<file path="src/rtl/key_filter_multi.sv">
// key_filter_multi: multi-channel push-button conditioner.
// Each raw key is synchronised (2 FF), debounced with a programmable stable
// time, and turned into a clean level plus one-cycle press / release /
// long-press / auto-repeat pulses. Channels are fully independent.
//
// Ports:
//   sys_clk      system clock
//   sys_rst_n    asynchronous active-low reset
//   key          raw asynchronous key levels, bit i = channel i
//   key_value    debounced level per channel (same polarity as key)
//   key_press    1-cycle pulse on debounced idle->pressed
//   key_release  1-cycle pulse on debounced pressed->idle
//   key_long     1-cycle pulse LONG_CYCLES after press while held
//   key_repeat   1-cycle pulse every REPEAT_CYCLES after key_long while held

// One channel: synchroniser -> debounce counter -> hold FSM.
module key_filter_chan #(
  parameter int DEBOUNCE_CYCLES = 1_000_000,
  parameter int LONG_CYCLES     = 50_000_000,
  parameter int REPEAT_CYCLES   = 10_000_000,
  parameter bit ACTIVE_LOW      = 1'b1
) (
  input  logic sys_clk,
  input  logic sys_rst_n,
  input  logic key,
  output logic key_value,
  output logic key_press,
  output logic key_release,
  output logic key_long,
  output logic key_repeat
);
  localparam logic IDLE_LVL = ACTIVE_LOW;
  localparam int   DBW      = $clog2(DEBOUNCE_CYCLES);
  localparam int   HMAX     = (LONG_CYCLES > REPEAT_CYCLES) ? LONG_CYCLES : REPEAT_CYCLES;
  localparam int   HW       = $clog2(HMAX + 1);
  localparam logic [DBW-1:0] DB_LAST   = DBW'(DEBOUNCE_CYCLES - 1);
  localparam logic [HW-1:0]  LONG_LAST = HW'(LONG_CYCLES - 1);
  localparam logic [HW-1:0]  REP_LAST  = HW'((REPEAT_CYCLES == 0) ? 0 : REPEAT_CYCLES - 1);

  typedef enum logic [1:0] {ST_IDLE, ST_HELD, ST_LONG} state_t;

  logic [1:0]     sync;
  logic [DBW-1:0] db_cnt;
  logic           accept, press_acc, rel_acc;
  state_t         state, state_nxt;
  logic [HW-1:0]  hold_cnt, cnt_nxt;
  logic           long_nxt, rep_nxt;

  // sync[1] is the synchronised level; acceptance happens on the
  // DEBOUNCE_CYCLES-th consecutive cycle it differs from key_value.
  assign accept    = (sync[1] != key_value) && (db_cnt == DB_LAST);
  assign press_acc = accept && (sync[1] != IDLE_LVL);
  assign rel_acc   = accept && (sync[1] == IDLE_LVL);

  always_ff @(posedge sys_clk or negedge sys_rst_n) begin
    if (!sys_rst_n) begin
      sync        <= {2{IDLE_LVL}};
      db_cnt      <= '0;
      key_value   <= IDLE_LVL;
      key_press   <= 1'b0;
      key_release <= 1'b0;
    end else begin
      sync        <= {sync[0], key};
      key_press   <= press_acc;
      key_release <= rel_acc;
      if (sync[1] == key_value) begin
        db_cnt <= '0;
      end else if (accept) begin
        key_value <= sync[1];
        db_cnt    <= '0;
      end else begin
        db_cnt <= db_cnt + 1'b1;
      end
    end
  end

  always_ff @(posedge sys_clk or negedge sys_rst_n) begin
    if (!sys_rst_n) begin
      state      <= ST_IDLE;
      hold_cnt   <= '0;
      key_long   <= 1'b0;
      key_repeat <= 1'b0;
    end else begin
      state      <= state_nxt;
      hold_cnt   <= cnt_nxt;
      key_long   <= long_nxt;
      key_repeat <= rep_nxt;
    end
  end

  // Release is checked first so it suppresses a long/repeat expiring the
  // same cycle.
  always_comb begin
    state_nxt = state;
    cnt_nxt   = hold_cnt;
    long_nxt  = 1'b0;
    rep_nxt   = 1'b0;
    case (state)
      ST_IDLE: begin
        if (press_acc) begin
          state_nxt = ST_HELD;
          cnt_nxt   = '0;
        end
      end
      ST_HELD: begin
        if (rel_acc) begin
          state_nxt = ST_IDLE;
          cnt_nxt   = '0;
        end else if (hold_cnt == LONG_LAST) begin
          long_nxt  = 1'b1;
          cnt_nxt   = '0;
          state_nxt = ST_LONG;
        end else begin
          cnt_nxt = hold_cnt + 1'b1;
        end
      end
      ST_LONG: begin
        if (rel_acc) begin
          state_nxt = ST_IDLE;
          cnt_nxt   = '0;
        end else if (REPEAT_CYCLES != 0) begin
          if (hold_cnt == REP_LAST) begin
            rep_nxt = 1'b1;
            cnt_nxt = '0;
          end else begin
            cnt_nxt = hold_cnt + 1'b1;
          end
        end else begin
          cnt_nxt = '0;
        end
      end
      default: begin
        state_nxt = ST_IDLE;
        cnt_nxt   = '0;
      end
    endcase
  end
endmodule

module key_filter_multi #(
  parameter int NUM_KEYS        = 4,
  parameter int DEBOUNCE_CYCLES = 1_000_000,
  parameter int LONG_CYCLES     = 50_000_000,
  parameter int REPEAT_CYCLES   = 10_000_000,
  parameter bit ACTIVE_LOW      = 1'b1
) (
  input  logic                sys_clk,
  input  logic                sys_rst_n,
  input  logic [NUM_KEYS-1:0] key,
  output logic [NUM_KEYS-1:0] key_value,
  output logic [NUM_KEYS-1:0] key_press,
  output logic [NUM_KEYS-1:0] key_release,
  output logic [NUM_KEYS-1:0] key_long,
  output logic [NUM_KEYS-1:0] key_repeat
);
  for (genvar g = 0; g < NUM_KEYS; g++) begin : g_chan
    key_filter_chan #(
      .DEBOUNCE_CYCLES(DEBOUNCE_CYCLES),
      .LONG_CYCLES    (LONG_CYCLES),
      .REPEAT_CYCLES  (REPEAT_CYCLES),
      .ACTIVE_LOW     (ACTIVE_LOW)
    ) u_chan (
      .sys_clk    (sys_clk),
      .sys_rst_n  (sys_rst_n),
      .key        (key[g]),
      .key_value  (key_value[g]),
      .key_press  (key_press[g]),
      .key_release(key_release[g]),
      .key_long   (key_long[g]),
      .key_repeat (key_repeat[g])
    );
  end
endmodule
</file>
<file path="config.mk">
export PLATFORM = sky130hd
export DESIGN_NAME = key_filter_multi
export DESIGN_NICKNAME = d
export VERILOG_FILES = /design/src/rtl/key_filter_multi.sv
export SDC_FILE = /design/constraint.sdc
export NUM_CORES = 1
export LEC_CHECK = 0
export CAP_MARGIN = 20
export CORE_ASPECT_RATIO = 1.75
export CORE_MARGIN = 2
export CORE_UTILIZATION = 52
export DETAILED_ROUTE_END_ITERATION = 7
export PLACE_DENSITY = 0.79
export SYNTH_ARGS = -nofsm -noshare
export SYNTH_HDL_FRONTEND = slang
export SYNTH_SLANG_ARGS = --single-unit
</file>
<file path="constraint.sdc">
create_clock -name sys_clk -period 7.4 [get_ports sys_clk]
set_input_delay 1.48 -clock sys_clk [delete_from_list [all_inputs] [get_ports sys_clk]]
set_output_delay 1.48 -clock sys_clk [all_outputs]
set_load 0.02 [all_outputs]
</file>
Word-level counts from Yosys, hierarchy flattened
Index checks and enable logic that the tools add are counted.
{"block": "classes", "add_sub_neg": 8, "mul": 0, "div_mod_pow": 0, "n_lt_le_gt_ge": 0, "eq_ne": 40, "shift": 0, "mux": 76, "bitwise_logic": 8, "n_reduce_logical": 24}
{"operator": "$mux W26", "count": 20}
{"operator": "$pmux W26 S3", "count": 4}
{"operator": "$mux W20", "count": 8}
{"operator": "$add A26 B1 Y26 const B", "count": 4}
{"operator": "$eq A26 B24 Y1 const B", "count": 4}
{"operator": "$eq A26 B26 Y1 const B", "count": 4}
{"operator": "$add A20 B1 Y20 const B", "count": 4}
{"operator": "$eq A20 B20 Y1 const B", "count": 4}
{"operator": "$mux W2", "count": 16}
{"operator": "$mux W1", "count": 24}
{"operator": "$pmux W2 S3", "count": 4}
{"operator": "$ne A2 B1 Y1 const B", "count": 8}
{"operator": "$logic_and A1 B1 Y1", "count": 12}
{"operator": "$ne A3 B1 Y1 const B", "count": 4}
{"operator": "$reduce_and A3 Y1", "count": 4}
{"operator": "$eq A2 B1 Y1 const B", "count": 4}
{"operator": "$eq A2 B2 Y1 const B", "count": 4}
{"operator": "$logic_not A2 Y1", "count": 4}
{"operator": "$not A1 Y1", "count": 8}
{"operator": "$reduce_and A2 Y1", "count": 4}
{"operator": "$eq A1 B1 Y1", "count": 4}
{"operator": "$ne A1 B1 Y1", "count": 4}
{"block": "word_totals", "register_bits": 220, "latch_bits": 0, "ramBits": 0, "romBits": 0, "input_bits": 6, "output_inout_bits": 20, "elab_cells": 192, "n_memories": 0}

Logic depth before layout (Yosys ltp)
Gate-level depths: netlist of run 1.
{"block": "depth", "ltp_word": 5, "ltp_mapped": 9}

Modules after synthesis
From an unflattened synthesis of run 1, not the netlist that was laid out.
{"block": "hier_totals", "hier_cells": 1277, "hier_area_um2": 11997.8}
{"module": "key_filter_chan (g_chan[1].u_chan ...)", "instances": 2, "cells_each": 324, "area_per_inst_um2": 3085.5, "seq_area_each_um2": 1380.1}
{"module": "key_filter_chan (g_chan[3].u_chan)", "instances": 1, "cells_each": 318, "area_per_inst_um2": 2916.5, "seq_area_each_um2": 1380.1}
{"module": "key_filter_chan (g_chan[0].u_chan)", "instances": 1, "cells_each": 311, "area_per_inst_um2": 2910.3, "seq_area_each_um2": 1380.1}

Worst setup path before layout of run 1
OpenSTA, ideal clock, no wires.
{"block": "synth_path", "path_kind": "register to register", "startpoint": "reg g_chan[1].u_chan.db_cnt[0]", "endpoint": "reg g_chan[1].u_chan.hold_cnt[22]", "arrival_ps": 2566, "slack_ps": 4765, "path_stages_with_launch": 10, "n_path_buf": 2, "period_less_slack_ps": 2635, "path_cell_list": "dfrtp_1 ha_1 nand3_1 or4_1 clkbuf_1 o31a_1 a211o_1 clkbuf_1 or3_1 nand3_1"}
{"block": "synth_between", "elab_chain_len": 5}
{"item": "from (decl)", "line_no": "43", "source": "logic [DBW-1:0] db_cnt;"}
{"item": "from (signal assigned)", "line_no": "72", "source": "db_cnt <= db_cnt + 1'b1;"}
{"item": "$eq A20 B20 Y1 (*)", "line_no": "51", "source": "assign accept = (sync[1] != key_value) && (db_cnt == DB_LAST);"}
{"item": "$logic_and A1 B1 Y1 (*)", "line_no": "51"}
{"item": "$logic_and A1 B1 Y1", "line_no": "53", "source": "assign rel_acc = accept && (sync[1] == IDLE_LVL);"}
{"item": "$mux W26 (on tied branches)", "line_no": "118, 106"}
{"item": "$pmux W26 S3", "line_no": "98", "source": "case (state)"}
{"item": "to (signal assigned)", "line_no": "85", "source": "hold_cnt <= cnt_nxt;"}
{"item": "to (decl)", "line_no": "46", "source": "logic [HW-1:0] hold_cnt, cnt_nxt;"}
Every way passes the cells marked *; elsewhere a longest branch is shown, timed or not.
A chain may end at the register's enable or synchronous reset.

Worst setup path after layout of run 1
Same ends and word-level chain as after synthesis.

==> flow_summary.json, run 1 <==
{
  "insertion_delay_ps": 510,
  "finalCritPeriodShare": 0.446,
  "area_delta_synth_final_pct": 9.45,
  "yosys_register_bits": 220,
  "layout-drive-gt1-share": 0.0582,
  "seq_area_sq_um": 5520,
  "setup_viol": 0,
  "cts_buffers": 22,
  "worst_setup_path_start_kind": "flip-flop",
  "via_per_inst": 6.06,
  "ys_types": 64,
  "dp.cells": 1564,
  "cts_tree": "yes",
  "dr.pass1.iters": 5,
  "ios": 26,
  "relSlewSlack": 0.256,
  "synth-edff-count": 0,
  "dieArea_sq_um": 24000,
  "grt_pass1_vias": 9870,
  "async_reset_ff_frac": 1.00,
  "htree_levels": 1,
  "row_count": 73,
  "worstSetupEndpointType": "flip-flop",
  "tightestPinTransition_ps": 1110,
  "clock_path_buffers": 3,
  "totalWireLength_um": 25700,
  "cts.repair.resized": 0,
  "status": "completed",
  "grt-ovfl-total": 0,
  "drc": 0,
  "path_max_fanout": 25,
  "holdBufCountCts": 0,
  "syn_area_per_cell_sq_um": 9.13,
  "multi_input_area_sq_um": 5880,
  "avgRoutedWirePerCell_um": 16.0,
  "cts_setup_buffers": 0,
  "antenna_cells": 0,
  "hpwlAfterDp_um": 17500,
  "final_core_util": 0.574,
  "synth_area_sq_um": 11800,
  "hold_class": "flip-flop to flip-flop",
  "grtUsageTotal": 0.216,
  "critPathKind": "flip-flop to flip-flop",
  "syn_nets": 1324,
  "ctsRootBufferMaster": "clkbuf_16",
  "peakVddDrop_mv": 0.174,
  "clkSlewWorstSetupHoldPaths_ps": 70,
  "fin_tns_setup_ps": 0,
  "yosysMostFrequentCell": "dfrtp_1",
  "via_count": 9734,
  "die_y_um": 204,
  "fmax_mhz": 303,
  "place_ws_ps": 4100,
  "antenna_found_initial": 0,
  "p_leak_nw": 5.35,
  "synthCells": 1295,
  "synthTopCellsByCount": "dfrtp_1, nand2_1, nand3_1",
  "grt_max_degree": 127,
  "cts.sinks": 220,
  "initial_core_util": 0.524,
  "num-fill-cells": 1998,
  "cap_violations": 0,
  "fp.coreArea_sq_um": 22600,
  "powerDensity_nw_per_um2": 188,
  "drt_iter0_drc": 602,
  "fin_ws_ps": 4100,
  "place.gp.congestion": 0.890,
  "whs_ps": 356,
  "die_w_um": 118,
  "synth_top_area_share": 0.440,
  "cp.arrival_ps": 3740,
  "final_max_slew_viol_count": 0,
  "finalClockSkew_ps": 11.1,
  "grt_setup_unrepaired": "false",
  "numPortBuffers": 25,
  "ff2ff_path_depth": 7,
  "synth-main-ff-cell": "dfrtp_1",
  "finalHoldViolations": 0,
  "final_cells": 1605,
  "crit_required_ps": 7840,
  "min_path_cells": 0,
  "period_needed_ps": 3300,
  "yosysWarningCount": 0,
  "synth_top_area_cell": "dfrtp_1",
  "synthTopCellsByArea": "dfrtp_1, nand3_1, nand2_1",
  "ys_seq_area_frac": 0.467,
  "final_antenna_net_count": 0,
  "grt_pass1_wl_um": 44500,
  "nets": 1318
}
## worst max-delay path: stages (launching register included)
cell and delay (ps):
dfrtp_1 410, ha_1 210, nand3_1 180, or4_1 660, o31a_1 620, a211o_1 620, or3_1 450, nand3_1 90
## layout make-up
type	count	area share
multi-input combinational	986	0.454
sequential	220	0.426
clock buffer	32	0.0509
tap	300	0.0290
timing repair buffer	32	0.0236
clock inverter	8	0.00783
inverter	27	0.00783
## sequential cells by signal, indices dropped and copies added (netlist names)
name                       count
g_chan.u_chan.key_repeat       4
g_chan.u_chan.key_press        4
g_chan.u_chan.hold_cnt       104
g_chan.u_chan.sync             8
g_chan.u_chan.key_release      4
g_chan.u_chan.db_cnt          80
g_chan.u_chan.key_long         4
g_chan.u_chan.key_value        4
g_chan.u_chan.state            8
## stage by stage
| step | power, mW | area (sq um) |
|---|---|---|
| global placement | 1.29 | 12200 |
| detailed placement | 1.29 | 12200 |
| global route | 2.52 | 12900 |
| CTS | 2.46 | 12900 |
| finish | 2.43 | 12900 |
| floorplan | 1.25 | 11800 |
## kinds of logic (layout without fill, tap and decap cells)
kind of cell               count (synthesis)  after routing  share of synthesized area
and+or+nand+nor                          712            712                      0.307
DFF                                      220            220                      0.467
AOI/OAI and AO/OA                        180            180                      0.112
buffers and inverters                     89             99                     0.0360
xor gates and xnor gates                  68             68                     0.0504
adders and majority gates                 23             23                     0.0243
muxes                                      3              3                    0.00264
## final timing paths
kind                                             from                            end  slack, ps
min reg2reg                  g_chan[3].u_chan.sync[0]       g_chan[3].u_chan.sync[1]        360
min in group asynchronous                   sys_rst_n  g_chan[1].u_chan.hold_cnt[22]       1030
max                        g_chan[1].u_chan.db_cnt[0]  g_chan[1].u_chan.hold_cnt[22]       4100
min                          g_chan[3].u_chan.sync[0]       g_chan[3].u_chan.sync[1]        360
max in group asynchronous                   sys_rst_n     g_chan[3].u_chan.db_cnt[4]       5050
max reg2reg                g_chan[1].u_chan.db_cnt[0]  g_chan[1].u_chan.hold_cnt[22]       4100
## power breakdown
group          switching [mW]  total, mW  internal (mW)
combinational          0.0348     0.0441        0.00937
clock                   0.474       1.17          0.691
sequential            0.00808       1.22           1.21
total                   0.517       2.43           1.91
## layout by cell type (no fill, tap or decap), types with 6 or more instances in the layout
cell | synthesis | routed
o31ai_1 | 12 | 12
nor3b_1 | 7 | 7
nand2_1 | 174 | 174
a21o_1 | 16 | 16
or3_1 | 49 | 49
o21ai_0 | 41 | 41
dfstp_2 | 12 | 12
nor4b_1 | 8 | 8
inv_1 | 27 | 27
nand4_1 | 41 | 41
nor2_1 | 107 | 107
a31oi_1 | 6 | 6
a21oi_1 | 18 | 18
nand4b_1 | 6 | 6
nand3_1 | 173 | 173
or2_2 | 9 | 9
nor3_1 | 20 | 20
nor4_1 | 17 | 17
buf_4 | 20 | 6
clkbuf_16 | 0 | 23
o311ai_1 | 14 | 14
nand2b_1 | 7 | 7
o31a_1 | 8 | 8
and3_1 | 40 | 40
or4_1 | 14 | 14
xor2_1 | 48 | 48
clkdlybuf4s50_1 | 0 | 24
o311ai_0 | 20 | 20
ha_1 | 23 | 23
and2_1 | 12 | 12
dfrtp_1 | 208 | 208
xnor2_1 | 20 | 20
and4_1 | 13 | 13
## metal layers
metal,track usage,wire length (um),share of wire,up-vias
met5,0,0,0,-
met2,0.416,13900,0.54,215
met3,0.0274,890,0.035,67
li1,-,-,-,4697
met1,0.238,10100,0.39,4755
met4,0.0878,795,0.031,0
No activity file was read; power rests on OpenSTA's default activity.
==> inputs of run 2 (changes only) <==
--- a/config.mk
+++ b/config.mk
@@ -10,7 +10,7 @@
 export CORE_MARGIN = 2
 export CORE_UTILIZATION = 52
 export DETAILED_ROUTE_END_ITERATION = 7
-export PLACE_DENSITY = 0.79
+export PLACE_DENSITY = 0.81
 export SYNTH_ARGS = -nofsm -noshare
 export SYNTH_HDL_FRONTEND = slang
 export SYNTH_SLANG_ARGS = --single-unit
==> constraint.sdc (replaced) <==
create_clock -name sys_clk -period 2.8 [get_ports sys_clk]
set_input_delay 0.56 -clock sys_clk [delete_from_list [all_inputs] [get_ports sys_clk]]
set_output_delay 0.56 -clock sys_clk [all_outputs]
set_load 0.02 [all_outputs]
==> run 2 against run 1 <==
Compared with the run above: fmax up 22%; cell count up 2.1%; clock skew up 0.76 ps; sequential share of layout area down 1.1 points; count of clock-buffer cells in the layout up 1; global-route usage up 0.32 points; routed wire length up 2.2%; die area unchanged; via count up 1.4%; register-to-register slack worse by 4000 ps; worst hold slack worse by 2.1 ps; critical path type unchanged.
==> flow_summary.json, run 2 (synthesis results as in run 1) <==
{
  "clkSlewWorstSetupHoldPaths_ps": 70,
  "hold_class": "flip-flop to flip-flop",
  "peakVddDrop_mv": 0.459,
  "slowest_stage": "or4_1",
  "grt_pass1_wl_um": 45000,
  "sw_frac_of_total": 0.213,
  "grt_setup_unrepaired": "false",
  "insertion_delay_ps": 510,
  "nets": 1352,
  "via_per_inst": 6.02,
  "layout-drive-gt1-share": 0.0851,
  "cts.sinks": 220,
  "p_leak_nw": 5.53,
  "grt_pass1_vias": 9817,
  "via_count": 9874,
  "numPortBuffers": 25,
  "die_y_um": 204,
  "final_antenna_net_count": 0,
  "grt-ovfl-total": 0,
  "p_clk_frac": 0.482,
  "totalWireLength_um": 26200,
  "row_count": 73,
  "area_delta_synth_final_pct": 12.4,
  "dr.pass1.iters": 5,
  "fp.coreArea_sq_um": 22600,
  "cts_tree": "yes",
  "die_w_um": 118,
  "finalCritPeriodShare": 0.967,
  "status": "completed",
  "cpLargestDelayFamily": "simple AND/OR/NAND/NOR gates",
  "drt_iter0_drc": 650,
  "cap_violations": 0,
  "worstSetupEndpointType": "flip-flop",
  "hpwlAfterDp_um": 18100,
  "initial_core_util": 0.524,
  "final_max_slew_viol_count": 0,
  "power_frac_seq": 0.499,
  "reg.largest.list": "g_chan.u_chan.hold_cnt (104), g_chan.u_chan.db_cnt (80)",
  "crit_required_ps": 3200,
  "power_switching_mw": 1.38,
  "path_max_fanout": 6,
  "finalHoldViolations": 0,
  "cp_cell_sequence": "or4b_1 > or4_1 > o31a_1 > o211ai_4 > buf_4 > nor4_1 > a21o_1",
  "cp_slowest_stage_delay_ps": 620,
  "grtUsageTotal": 0.220,
  "finalClockSkew_ps": 11.9,
  "avgRoutedWirePerCell_um": 16.0,
  "fmax_mhz": 369,
  "setup_viol": 0,
  "antenna_cells": 0,
  "antenna_found_initial": 0,
  "drc": 0,
  "final_common_cell": "dfrtp_1",
  "largest_reg_flops": 104,
  "powerDensity_nw_per_um2": 486,
  "critPathKind": "flip-flop to flip-flop",
  "internal-power_mw": 5.09,
  "place.gp.congestion": 0.908,
  "cts_buffers": 22,
  "htree_levels": 1,
  "ctsRootBufferMaster": "clkbuf_16",
  "cp.arrival_ps": 3110,
  "fin_tns_setup_ps": 0,
  "period_needed_ps": 2710,
  "top_register": "g_chan.u_chan.hold_cnt",
  "ios": 26,
  "tightestPinTransition_ps": 998,
  "pwr-share-comb": 0.019,
  "relSlewSlack": 0.335,
  "worst_setup_path_start_kind": "flip-flop",
  "grt_max_degree": 79,
  "cts_setup_buffers": 0,
  "p_total_mw": 6.47,
  "crit_buf_inv": 1,
  "clock_path_buffers": 3,
  "layout_common_cells": "dfrtp_1, nand2_1, nand3_1",
  "dieArea_sq_um": 24000
}
[run 2: layout make-up]
cell class / count / area [sq um]
clock inverter: 7 / 93.8
sequential: 220 / 5520
timing repair buffer: 66 / 616
fill: 1966 / 9270
multi-input combinational: 986 / 5910
clock buffer: 33 / 673
tap: 300 / 375
inverter: 27 / 101
[run 2: path summary, 6_finish.rpt]
check / depth (start not counted) / from / to / slack, ps
worst max register to register: 7 / g_chan[3].u_chan.hold_cnt[18] / g_chan[3].u_chan.hold_cnt[13] / 90
min in group asynchronous: 2 / sys_rst_n / g_chan[3].u_chan.hold_cnt[13] / 550
worst min register to register: 0 / g_chan[2].u_chan.sync[0] / g_chan[2].u_chan.sync[1] / 350
worst min-delay path: 0 / g_chan[2].u_chan.sync[0] / g_chan[2].u_chan.sync[1] / 350
worst max-delay path: 7 / g_chan[3].u_chan.hold_cnt[18] / g_chan[3].u_chan.hold_cnt[13] / 90
max in group asynchronous: 3 / sys_rst_n / g_chan[1].u_chan.key_value / 1460
[run 2: metrics by stage]
stage	hold WS [ps]	instance area (sq um)	setup WS, ps	std cells	utilization
floorplan	264	11800	165	1295	-
global placement	346	12500	121	1598	0.553
detailed placement	348	12500	80.9	1598	0.553
CTS	355	13300	67.4	1639	0.588
global route	365	13300	21.9	1639	0.589
finish	353	13300	91.7	1639	0.589
[run 2: per-layer routing]
metal,global-route usage,up-vias,part of all wire
met5,0,-,0
met4,0.0899,0,0.033
met3,0.0274,71,0.034
met2,0.417,206,0.54
met1,0.246,4836,0.40
li1,-,4761,-
[run 2: power groups by stage]
stage / combinational, mW / clock, mW / sequential [mW]
floorplan: 0.0392 / 0 / 3.28
global placement: 0.129 / 0 / 3.28
detailed placement: 0.131 / 0 / 3.28
CTS: 0.134 / 3.20 / 3.22
global route: 0.148 / 3.28 / 3.23
finish: 0.126 / 3.12 / 3.22
[run 2: timing repair]
| action | 4_1_cts | 5_1_grt |
|---|---|---|
| setup endpoints to repair | 0 | 32 |
| hold buffers | 1 | 0 |
| hold endpoints to repair | 44 | 0 |
| resized for setup | 0 | 9 |
